==> src/rtl/matrix_mem_pkg.sv <==
// Shared types and width/length helpers for the matrix stream loader.
package matrix_mem_pkg;

    typedef enum logic [1:0] {
        IDLE      = 2'd0,
        WAIT_BANK = 2'd1,
        FILL      = 2'd2,
        DONE      = 2'd3
    } load_state_t;

    function automatic int addr_width_f(input int depth);
        return (depth > 1) ? $clog2(depth) : 1;
    endfunction

    function automatic int len_width_f(input int depth);
        return $clog2(depth + 1);
    endfunction

    // A zero or oversized request means "fill the whole bank".
    function automatic int unsigned clamp_len(input int unsigned len, input int unsigned depth);
        return ((len == 0) || (len > depth)) ? depth : len;
    endfunction

endpackage

==> src/rtl/bank_fill_counter.sv <==
// Write-address counter shared by all banks; holds the latched length and
// flags the final address of a bank.
module bank_fill_counter #(
    parameter int ADDR_WIDTH = 6,
    parameter int LEN_WIDTH  = 7
) (
    input  logic                  clk,
    input  logic                  rst,
    input  logic                  load,
    input  logic [LEN_WIDTH-1:0]  load_len,
    input  logic                  inc,
    output logic [ADDR_WIDTH-1:0] addr,
    output logic                  last
);

    logic [ADDR_WIDTH-1:0] addr_q, addr_d;
    logic [LEN_WIDTH-1:0]  len_q, len_d;

    assign last = (LEN_WIDTH'(addr_q) == (len_q - 1'b1));
    assign addr = addr_q;

    always_comb begin
        addr_d = addr_q;
        len_d  = len_q;
        if (load) begin
            addr_d = '0;
            len_d  = load_len;
        end else if (inc) begin
            addr_d = last ? '0 : addr_q + 1'b1;
        end
    end

    always_ff @(posedge clk) begin
        if (rst) begin
            addr_q <= '0;
            len_q  <= '0;
        end else begin
            addr_q <= addr_d;
            len_q  <= len_d;
        end
    end

endmodule

==> src/rtl/matrix_stream_loader.sv <==
// Streams words into NUM_BANKS matrix memories in order, one bank after another,
// waiting on each bank until the consumer has released it.
module matrix_stream_loader
    import matrix_mem_pkg::*;
#(
    parameter int NUM_BANKS  = 2,
    parameter int MEM_DEPTH  = 64,
    parameter int DATA_WIDTH = 32,
    parameter int ADDR_WIDTH = addr_width_f(MEM_DEPTH),
    parameter int LEN_WIDTH  = len_width_f(MEM_DEPTH)
) (
    input  logic                  data_clk,
    input  logic                  rst,
    input  logic                  start,
    input  logic [LEN_WIDTH-1:0]  cfg_len,
    input  logic                  data_valid,
    output logic                  data_ready,
    input  logic [DATA_WIDTH-1:0] data,
    output logic [NUM_BANKS-1:0]  wr_en,
    output logic [ADDR_WIDTH-1:0] wr_addr,
    output logic [DATA_WIDTH-1:0] wr_data,
    output logic [NUM_BANKS-1:0]  bank_full,
    input  logic [NUM_BANKS-1:0]  bank_release,
    output logic                  busy,
    output logic                  load_done
);

    localparam int BANK_W = (NUM_BANKS > 1) ? $clog2(NUM_BANKS) : 1;

    load_state_t            state_q, state_d;
    logic [BANK_W-1:0]      bank_q, bank_d;
    logic [NUM_BANKS-1:0]   bank_full_q, bank_full_d;
    logic [NUM_BANKS-1:0]   wr_en_q, wr_en_d;
    logic [ADDR_WIDTH-1:0]  wr_addr_q, wr_addr_d;
    logic [DATA_WIDTH-1:0]  wr_data_q, wr_data_d;

    logic [NUM_BANKS-1:0]   bank_sel;
    logic [LEN_WIDTH-1:0]   eff_len;
    logic                   cnt_load, cnt_inc, cnt_last;
    logic [ADDR_WIDTH-1:0]  cnt_addr;

    assign eff_len = LEN_WIDTH'(clamp_len(32'(cfg_len), 32'(MEM_DEPTH)));

    for (genvar gi = 0; gi < NUM_BANKS; gi++) begin : g_bank_sel
        assign bank_sel[gi] = (bank_q == BANK_W'(gi));
    end

    bank_fill_counter #(
        .ADDR_WIDTH (ADDR_WIDTH),
        .LEN_WIDTH  (LEN_WIDTH)
    ) u_counter (
        .clk      (data_clk),
        .rst      (rst),
        .load     (cnt_load),
        .load_len (eff_len),
        .inc      (cnt_inc),
        .addr     (cnt_addr),
        .last     (cnt_last)
    );

    always_comb begin
        state_d     = state_q;
        bank_d      = bank_q;
        bank_full_d = bank_full_q & ~bank_release;
        wr_en_d     = '0;
        wr_addr_d   = wr_addr_q;
        wr_data_d   = '0;
        cnt_load    = 1'b0;
        cnt_inc     = 1'b0;

        case (state_q)
            IDLE: begin
                if (start) begin
                    state_d  = WAIT_BANK;
                    bank_d   = '0;
                    cnt_load = 1'b1;
                end
            end
            WAIT_BANK: begin
                if (!bank_full_q[bank_q]) begin
                    state_d = FILL;
                end
            end
            FILL: begin
                if (data_valid) begin
                    cnt_inc   = 1'b1;
                    wr_en_d   = bank_sel;
                    wr_addr_d = cnt_addr;
                    wr_data_d = data;
                    if (cnt_last) begin
                        // Applied after the release mask so a same-cycle set wins.
                        bank_full_d[bank_q] = 1'b1;
                        if (bank_q == BANK_W'(NUM_BANKS - 1)) begin
                            state_d = DONE;
                        end else begin
                            bank_d  = bank_q + 1'b1;
                            state_d = WAIT_BANK;
                        end
                    end
                end
            end
            DONE: begin
                state_d = IDLE;
            end
            default: begin
                state_d = IDLE;
            end
        endcase
    end

    always_ff @(posedge data_clk) begin
        if (rst) begin
            state_q     <= IDLE;
            bank_q      <= '0;
            bank_full_q <= '0;
            wr_en_q     <= '0;
            wr_addr_q   <= '0;
            wr_data_q   <= '0;
        end else begin
            state_q     <= state_d;
            bank_q      <= bank_d;
            bank_full_q <= bank_full_d;
            wr_en_q     <= wr_en_d;
            wr_addr_q   <= wr_addr_d;
            wr_data_q   <= wr_data_d;
        end
    end

    assign data_ready = (state_q == FILL);
    assign busy       = (state_q != IDLE);
    assign load_done  = (state_q == DONE);
    assign bank_full  = bank_full_q;
    assign wr_en      = wr_en_q;
    assign wr_addr    = wr_addr_q;
    assign wr_data    = wr_data_q;

endmodule
==> config.mk <==
export PLATFORM = sky130hd
export DESIGN_NAME = matrix_stream_loader
export DESIGN_NICKNAME = d
export VERILOG_FILES = /design/src/rtl/matrix_mem_pkg.sv /design/src/rtl/bank_fill_counter.sv /design/src/rtl/matrix_stream_loader.sv
export SDC_FILE = /design/constraint.sdc
export NUM_CORES = 1
export LEC_CHECK = 0
export ABC_AREA = 1
export ABC_CLOCK_PERIOD_IN_PS = 2050
export BUFFER_PORTS_ARGS = -buffer_cell sky130_fd_sc_hd__buf_2
export CAP_MARGIN = 20
export CORE_AREA = 2 2 102 64
export CTS_CLUSTER_SIZE = 10
export DETAILED_ROUTE_END_ITERATION = 12
export DIE_AREA = 0 0 104 66
export PLACE_DENSITY = 0.71
export SLEW_MARGIN = 20
export SYNTH_ARGS = -nofsm -noshare
export SYNTH_HDL_FRONTEND = slang
export SYNTH_SLANG_ARGS = --single-unit
==> constraint.sdc <==
create_clock -name data_clk -period 2.05 [get_ports data_clk]
set_input_delay 0.205 -clock data_clk [delete_from_list [all_inputs] [get_ports data_clk]]
set_output_delay 0.205 -clock data_clk [all_outputs]
set_load 0.05 [all_outputs]
Word-level counts from Yosys, hierarchy flattened
Cells that the tools add are included.

Output and inout port bits: 45. Word-level logic and storage cells: 63. Input port bits: 45. Bits in registers: 58.

Muxes and demuxes: 24. Add/subtract/negate cells: 3. Bitwise operators: 6. $lt $le $gt $ge: 3. Equal/unequal tests: 8. Reduce and logical (&&, ||, !) cells: 11.

Operators with widths (count): 2-to-1 mux 2 bit (8); 2-to-1 mux 1 bit (11); one-hot mux 2 bit (4 select lines) (1); AND reduction 4 bit (2); equality test 6 x 7 -> 1 bit (1); greater-than comparator 7 bit (second input constant) (1); zero test 7 bit (1); 2-to-1 mux 7 bit (1); subtractor 7 x 1 -> 7 bit (second input constant) (1); adder 6 x 1 -> 6 bit (second input constant) (1); 2-to-1 mux 6 bit (1); inequality test 2 bit (second input constant) (3); equality test 2 bit (second input constant) (2); nonzero test 2 bit (2); NOT 1 bit (3); OR reduction 3 bit (1); bitwise AND 2 bit (1); equality test 2 x 1 -> 1 bit (second input constant) (1); zero test 2 bit (1); < comparator 1 x 2 -> 1 bit (second input constant) (1); inequality test 2 x 1 -> 1 bit (second input constant) (1); NOT 2 bit (1); bitwise OR 2 bit (1); one-hot mux 1 bit (2 select lines) (1); 7 further kinds (7).

Logic depth before layout (Yosys ltp)
Depth in word-level cells: 8. Mapped depth: 14. Gate-level depth less buffers: 14.

Cells and area by module
Synthesis repeated with hierarchy kept, for this count alone.

Cell total of the unflattened synthesis: 335. Area, all modules: 2389.8 um^2.

Modules (own cells, without submodules): matrix_stream_loader (area an instance 1571.5 um^2, seq. area each 900.9 um^2, times used 1, cells an instance 202); bank_fill_counter (area an instance 818.3 um^2, seq. area each 260.2 um^2, times used 1, cells an instance 133).

Worst setup path before layout
Ideal clock, no wire load.

Path kind: register -> register. Start point: register u_counter.len_q[0]. End point: register state_q[1]. Clock period less this slack: 1524 ps. Required time: 1941 ps. Setup slack: 526 ps. Stages on the path, launching flop included: 14. Path buffers: 0. Arrival: 1415 ps. Library setup time: 109 ps. Path through: dfxtp_1 inv_1 ha_1 inv_1 nand2_1 nand2_1 nor2_1 nand3_1 nor2_4 nand2_2 nand2_1 nand3_1 nand2_1 inv_1.

Cells in the longest elaborated chain, start to end: 4.

RTL lines: start: declaration (line bank_fill_counter.sv:17) `logic [LEN_WIDTH-1:0] len_q, len_d;`; start signal: assignment (line bank_fill_counter.sv:39) `len_q <= len_d;`; subtractor 7 x 1 -> 7 bit (line bank_fill_counter.sv:19) `assign last = (LEN_WIDTH'(addr_q) == (len_q - 1'b1));`; equality test 6 x 7 -> 1 bit (line bank_fill_counter.sv:19); inequality test 2 x 1 -> 1 bit (no source line); AND reduction 4 bit (no source line); end signal: assignment (line matrix_stream_loader.sv:120) `state_q <= state_d;`; end: declaration (line matrix_stream_loader.sv:30) `load_state_t state_q, state_d;`.

Every way passes these cells. A chain may end at the register's enable or synchronous reset.

Worst setup path in the final report
Start point: register u_counter.len_q[0]. End point: register state_q[0].

The elaborated chain is that of the path after synthesis.

==> impl_metrics.yaml <==
run_status:
  status: "complete, no violations"
clock_tree:
  clk_pin_slew_ns: 0.06
  clk_latency_ns: 0.32
  cts_buffers: 9
  tritoncts: "done"
  cts-resized-gates: 0
  cts_max_level: 3
  postCtsHoldBufs: 0
  clk_path_buf_depth: 2
  cts_setup_buffers: 0
  root_buffer: "clkbuf_8"
  cts_sinks: 58
setup_path:
  crit_path_frequent_cell: "nand2_1"
  critPathTopFamily: "simple AND/OR/NAND/NOR gates"
  path_buf_inv: 2
  required_ns: 2.30
  end_kind: "register"
  crit_path_start_kind: "register"
  worstPathMaxFanout: 5
  crit_chain: "inv_1 > ha_1 > inv_1 > nand2_1 > nand2_1 > nor2_1 > nand3_1 > nor2_4 > nand2_2 > nand2_1 > nand2_1 > a21oi_1"
  critical_path_class: "register to register"
  crit_arrival_ns: 2.00
  cpPeakStageDelay_ns: 0.34
  critical_path.slowest_cell: "dfxtp_1"
timing:
  rsz0062_at_grt: "false"
  period_minus_slack_ns: 1.75
  setup_violations: 0
  slew_headroom: 0.679
  slew_violations: 0
  post-route-period-util: 0.854
  timing.fmax_mhz: 571
  tns_ns: 0
  tightest_slew_ns: 0.476
  hold_viol: 0
  skew_ns: 0.00538
routing:
  avgViaCountPerCell: 4.22
  first_pass_iters: 4
  routed_wirelength_mm: 5.27
  first_iter_violations: 108
  drc: 0
  drtAntennaViolNets: 0
  avgRoutedWirePerCell_um: 10.5
  via_count: 2112
synth:
  synth_area_leader_cell: "dfxtp_1"
  synth_top_flop_cell: "dfxtp_1"
  syn_inst: 315
  synth_cell_type_count: 24
  synth_warnings: 0
  yosysSeqAreaShare: 0.457
  synth_edf_count: 0
  synth_area_sq_um: 2540
  netlist.area_leader.share: 0.457
  synth-seq-cells: 58
  synth_nets: 362
  synthArstFlopShare: 0
  syn_avg_cell_area_sq_um: 8.07
  netlist_top_cells_area: "dfxtp_1 (46%), nor2_4 (14%), inv_1 (11%)"
grt:
  first_global_vias: 1891
  grt.overflow.total: 0
  grt_pass1_wl_mm: 8.34
  grt_usage: 0.157
  grt_max_degree: 35
  antenna_found_initial: 0
die:
  start_util: 0.427
  core_area_sq_um: 5950
  die_y_um: 66
  ioPinCount: 90
  die_area_sq_um: 6860
  die_w_um: 104
  rows: 22
placement:
  place_congestion: 0.886
  dpl.hpwl_mm: 4.19
  io_buffers: 89
  placed_cells: 484
pwr:
  vdd_drop_max_uv: 594
  p_leak_nw: 1.73
  power_density_nw_per_um2: 1040
cells_and_area:
  fin_util: 0.552
  layout.cells.non_filler: 500
  final_cell_mix: "buf_2 (89), inv_1 (73), nand2_1 (65), dfxtp_1 (58), nor2_4 (31)"
  nets: 458
  area_growth_pct: 29.0
  drive_above_1_share: 0.361
  n_antenna_cell: 0
  final_common_cell: "buf_2"
  nFillCells: 567
min_path:
  hp-class: "primary input to register"
job:
  drv_cap: 0
==> worst min-delay path, cell delays in order <==
cell and delay (ns):
buf_2 0.09, inv_1 0.04, nor2_1 0.03
==> synthesized netlist by cell type (3+ instances only) <==
library cell   n
nand4_1        5
nand2_1       65
inv_1         73
buf_12         3
dfxtp_1       58
nor2_1        23
o22ai_1        6
a21oi_1       12
nand3_1       13
nor2_4        31
nand2_2        3
nor2_2         3
inv_2          3
o21ai_0        4
==> registers in the layout (all words and copies together), names as in the netlist <==
| signal | cells |
|---|---|
| u_counter.len_q | 7 |
| wr_en | 2 |
| wr_addr | 6 |
| u_counter.addr | 6 |
| state_q | 2 |
| bank_full | 2 |
| bank_q | 1 |
| wr_data | 32 |
==> through the flow <==
stage / worst slack (ns) / power (mW) / hold slack [ns] / cell area [sq um]
floorplan: 0.526 / 2.04 / 0.317 / 2540
global placement: 0.445 / 2.23 / 0.418 / 3040
detailed placement: 0.373 / 2.24 / 0.426 / 3040
CTS: 0.319 / 3.45 / 0.0793 / 3280
global route: 0.145 / 3.60 / 0.0767 / 3280
finish: 0.300 / 3.42 / 0.0968 / 3280
==> where the power goes <==
group / switching (mW) / total (mW) / internal [mW]
Clock: 0.421 / 1.20 / 0.782
Sequential: 0.0598 / 1.28 / 1.22
Combinational: 0.684 / 0.937 / 0.253
==> kinds of logic after synthesis <==
logic type      synth area share
simple gates               0.331
buf+inv                    0.146
flops                      0.457
compound gates            0.0497
xor+xnor                 0.00689
fa+ha+maj                0.00985
==> layout make-up <==
type,instances,area (sq um),share of cell area
flip-flops and latches,58,1160,0.354
multi-input cells,174,1010,0.309
repair buffers,91,473,0.144
inverters,77,290,0.0885
clock buffers,12,165,0.0504
well taps,84,105,0.0320
clock inverters,4,72.6,0.0221
==> per-layer routing <==
layer,track usage,routed length (um),share of wire,up-vias
met4,0.0659,51,0.0097,0
met2,0.238,2290,0.43,65
met1,0.204,2510,0.48,917
met3,0.0562,416,0.079,5
li1,-,-,-,1125
met5,0,0,0,-
==> worst paths after layout <==
kind	startpoint	end	slack, ns	cells after the start
min	data[10]	wr_data[10]$_SDFF_PP0_	0.1	3
min reg2reg	wr_addr[1]$_SDFFE_PP0P_	wr_addr[1]$_SDFFE_PP0P_	0.46	2
max	u_counter.len_q[0]$_SDFFE_PP0P_	state_q[0]$_SDFFE_PP0P_	0.30	12
max reg2reg	u_counter.len_q[0]$_SDFFE_PP0P_	state_q[0]$_SDFFE_PP0P_	0.30	12
Note: power is estimated with default switching activity, not from simulation.
